## src/rtl/seg7_blink_monitor.sv

```systemverilog
// Receive-side checker for the active-low 7-segment driver: decodes the bus back
// to a hex nibble, classifies each sample and detects a regular blink cadence.
module seg7_blink_monitor #(
    parameter int unsigned GAP   = 1000000,
    parameter int unsigned TOL   = 4096,
    parameter int unsigned CNT_W = 21
) (
    input  logic       clk,
    input  logic       rst_n,
    input  logic [6:0] seg,
    output logic [3:0] digit,
    output logic       valid,
    output logic       dark,
    output logic       bad_pattern,
    output logic       blinking
);

    localparam int unsigned HI_I = GAP + 1 + TOL;
    localparam int unsigned LO_I = (TOL >= GAP + 1) ? 1 : GAP + 1 - TOL;
    localparam logic [CNT_W:0] HI = (CNT_W + 1)'(HI_I);
    localparam logic [CNT_W:0] LO = (CNT_W + 1)'(LO_I);

    typedef enum logic [1:0] {STEADY, CAND, BLINK} state_t;
    typedef enum logic {LIT, DARK} class_t;

    state_t           state, state_nxt;
    class_t           last_cls, cur_cls;
    logic [CNT_W-1:0] cnt;
    logic [CNT_W:0]   run_len;
    logic             change, good, timeout;
    logic             legal, is_dark;
    logic [3:0]       nib;

    always_comb begin
        legal = 1'b1;
        nib   = '0;
        case (seg)
            7'h40: nib = 4'h0;
            7'h79: nib = 4'h1;
            7'h24: nib = 4'h2;
            7'h30: nib = 4'h3;
            7'h19: nib = 4'h4;
            7'h12: nib = 4'h5;
            7'h02: nib = 4'h6;
            7'h58: nib = 4'h7;
            7'h00: nib = 4'h8;
            7'h10: nib = 4'h9;
            7'h08: nib = 4'hA;
            7'h03: nib = 4'hB;
            7'h46: nib = 4'hC;
            7'h21: nib = 4'hD;
            7'h06: nib = 4'hE;
            7'h0E: nib = 4'hF;
            default: legal = 1'b0;
        endcase
    end

    // Run length is counter+1 in one extra bit so a saturated counter cannot wrap.
    always_comb begin
        is_dark = (seg == 7'h7F);
        cur_cls = is_dark ? DARK : LIT;
        change  = (cur_cls != last_cls);
        run_len = {1'b0, cnt} + (CNT_W + 1)'(1);
        good    = (run_len >= LO) && (run_len <= HI);
        timeout = !change && (run_len > HI);
    end

    always_comb begin
        state_nxt = state;
        if (change) begin
            if (!good)
                state_nxt = STEADY;
            else if (state == STEADY)
                state_nxt = CAND;
            else
                state_nxt = BLINK;
        end else if (timeout) begin
            state_nxt = STEADY;
        end
    end

    always_ff @(posedge clk) begin
        if (!rst_n) begin
            state       <= STEADY;
            last_cls    <= LIT;
            cnt         <= '0;
            digit       <= '0;
            valid       <= 1'b0;
            dark        <= 1'b0;
            bad_pattern <= 1'b0;
            blinking    <= 1'b0;
        end else begin
            state       <= state_nxt;
            blinking    <= (state == BLINK);
            valid       <= legal;
            dark        <= is_dark;
            bad_pattern <= !legal && !is_dark;
            if (legal)
                digit <= nib;
            if (change) begin
                cnt      <= '0;
                last_cls <= cur_cls;
            end else if (cnt != '1) begin
                cnt <= cnt + CNT_W'(1);
            end
        end
    end

endmodule

```

## config.mk

```make
export PLATFORM = sky130hd
export DESIGN_NAME = seg7_blink_monitor
export DESIGN_NICKNAME = d
export VERILOG_FILES = /design/src/rtl/seg7_blink_monitor.sv
export SDC_FILE = /design/constraint.sdc
export NUM_CORES = 1
export LEC_CHECK = 0
export ABC_AREA = 1
export CORE_UTILIZATION = 30
export CTS_CLUSTER_DIAMETER = 40
export DETAILED_ROUTE_END_ITERATION = 16
export GPL_TIMING_DRIVEN = 0
export PLACE_DENSITY = 0.54
export SYNTH_ARGS = -nofsm -noshare
export SYNTH_HDL_FRONTEND = slang
export SYNTH_SLANG_ARGS = --single-unit
export TNS_END_PERCENT = 50
```

## constraint.sdc

```tcl
create_clock -name clk -period 2.6 [get_ports clk]
set_input_delay 0.26 -clock clk [delete_from_list [all_inputs] [get_ports clk]]
set_output_delay 0.26 -clock clk [all_outputs]
set_load 0.02 [all_outputs]
```

==> results.toml <==
[yosys]
synth-edff-count = 0
synth_top_cell_area_share = 0.292
yosysUniqueCellTypes = 33
yosys_register_bits = 32
synthCells = 339
ys.flop_type = "dfxtp_1"
ys_seq_area_frac = 0.292
syn-cell-area_mm2 = 0.00219
synthArstFlopShare = 0
ys.warnings.count = 0
synth.avg_cell_area_um2 = 6.46
synth_nets = 350
synth_area_leader_cell = "dfxtp_1"
yosys-top-cells-area = "dfxtp_1 (29%), nand2_1 (14%), nand3_1 (6.9%)"

[die]
core_area_mm2 = 0.00691
dieArea_mm2 = 0.00765
die_x_um = 87.5
placementRows = 30
die_h_um = 87.5
start_util = 0.317
ios = 17

[place]
hpwlAfterDp_mm = 4.27
port_buffers = 15
gp_congestion = 0.847
placed_area_mm2 = 0.00246

[routing]
wl_mm = 5.46
wl_met3_um = 129
vias_per_cell = 4.67
route.vias.total = 2133
drt_iter0_markers = 144
routedWlPerCell_um = 11.9
wl_met1_mm = 2.98
drc = 0
met2_length_mm = 2.26
ant_nets = 0
drtPass1Iterations = 4
top_layer_used = "met4"

[clock_tree]
cts_root_buf = "clkbuf_8"
cts.sinks = 32
cts.htree.levels = 2
cts_setup_buffers = 0
holdBufCountCts = 0
cts_tree = "done"
clkTransAtPathRegs_ps = 70
insertion_delay_ps = 280
numCtsBuffers = 5
clock_path_buffers = 2
post_cts_resized = 0

[worst_setup_path]
crit_path_max_fanout = 10
critPathLaunchType = "register"
r2r_setup_slack_ps = 260
crit_required_ps = 2810
r2r_end = "cnt[5]"
startpoint = "cnt[0]"
r2r-start = "cnt[0]"
reg2reg_depth = 8
endpoint_kind = "register"
crit_end = "cnt[5]"
arrival_ps = 2550
crit_type = "register to register"

[grt]
grt-ovfl-total = 0
grt_pass1_vias = 1958
grt_usage = 0.158
grt_pass1_wl_mm = 9.23
grt_max_degree = 11
antenna_found_initial = 0

[sta]
fin_skew_ps = 5.82
finalHoldViolCount = 0
fin_crit_ps = 2340
max_clock_freq_mhz = 426
relSlewSlack = 0.611
drv_slew = 0
setup_tns_ps = 0
setup_viol = 0
tightest_slew_ps = 578
period_share = 0.902
rsz0062_at_grt = "no"

[pwr]
max-vdd-ir-drop_mv = 0.184
total_power_mw = 1.02
p_leak_nw = 0.977
p_per_area_mw_per_mm2 = 399

[finish]
fin_nets = 372
fill_cells = 767
syn_to_final_growth_pct = 17.1
final_layout_size_suffix_gt1_frac = 0.141
fin_area_mm2 = 0.00256
finalCoreUtilization = 0.371
diodes = 0

[min_path]
hold_depth = 5
hold_path_class = "input port to register"

[flow_run]
cap_violations = 0

[status]
status = "completed"
[worst min path at each step]
stage | startpoint | endpoint | slack [ps]
5_1_grt | seg[5] | last_cls | 470
6_report | seg[5] | last_cls | 440
4_1_cts | seg[5] | last_cls | 430
3_5_place_dp | state[0] | blinking | 460
2_1_floorplan | rst_n | blinking | 400
3_3_place_gp | state[0] | blinking | 450
[cells in the mapped netlist (2+ instances only)]
cell      number
nor2_4        10
nor3_1        13
inv_1         37
clkinv_1       2
nor4_1         4
a31oi_1        6
nand3_1       30
xnor2_1        3
nand3_2        3
nand2_1       84
ha_1           2
nor2_1        39
nor2_2         6
buf_2          2
dfxtp_1       32
nor4_2         2
o21ai_0        4
xor2_1         3
inv_2          3
nand3b_1       4
nand4_1        5
nand2_2       13
a21oi_1       22
[power breakdown]
group          total [mW]  leakage [nW]  switching (mW)  internal (mW)
Sequential          0.509         0.259         0.00971          0.499
Combinational      0.0938         0.668          0.0571         0.0367
Clock               0.421        0.0503           0.185          0.236
[registers in the layout, indices dropped and copies added, names as in the netlist]
register     flops
cnt             21
blinking         1
digit            4
dark             1
valid            1
bad_pattern      1
last_cls         1
state            2
[critical path, cell delays in order (launching register included)]
cell	delay [ps]
dfxtp_1	510
ha_1	330
nand3_2	170
inv_2	130
nand2_2	70
nor2_1	150
nand3_1	290
clkbuf_1	380
a31oi_1	230
[per-stage QoR]
stage	cells	hold slack, ps	setup WS (ps)
5_1_grt	457	467	17.9
6_report	457	438	255
3_3_place_gp	450	453	87.5
4_1_cts	457	428	241
3_5_place_dp	450	461	34.5
2_1_floorplan	339	403	632
[metal layers]
layer | vias up | track usage
met5 | - | 0
met4 | 0 | 0.0537
met3 | 8 | 0.0303
met2 | 30 | 0.236
met1 | 947 | 0.224
li1 | 1148 | -
[cells by family after synthesis]
kind of cell | share of synthesized area
buffers and inverters | 0.0782
adder cells (fa/ha/maj) | 0.0114
AO/OA/AOI/OAI | 0.0937
XOR/XNOR | 0.0240
AND/OR/NAND/NOR | 0.500
flip-flops | 0.292
[layout by cell type (no fill, tap or decap), types with 4 or more instances in the layout]
master	n
nor3_1	13
a21oi_1	22
nor2_1	39
o21ai_0	4
inv_1	37
nand3_1	30
nor2_2	6
nand2_2	13
dfxtp_1	32
nor2_4	10
clkdlybuf4s50_1	15
nand4_1	5
a31oi_1	6
nand2_1	84
nor4_1	4
nand3b_1	4
clkbuf_8	7
[final cells by class]
class	count	area [µm²]	share of cell area
multi-input cells	262	1390	0.540
clock buffers	7	96.3	0.0376
plain buffers	3	13.8	0.00537
repair buffers	15	150	0.0585
flip-flops and latches	32	641	0.250
well taps	96	120	0.0468
inverters	42	158	0.0615
(Power assumes the default switching activity.)
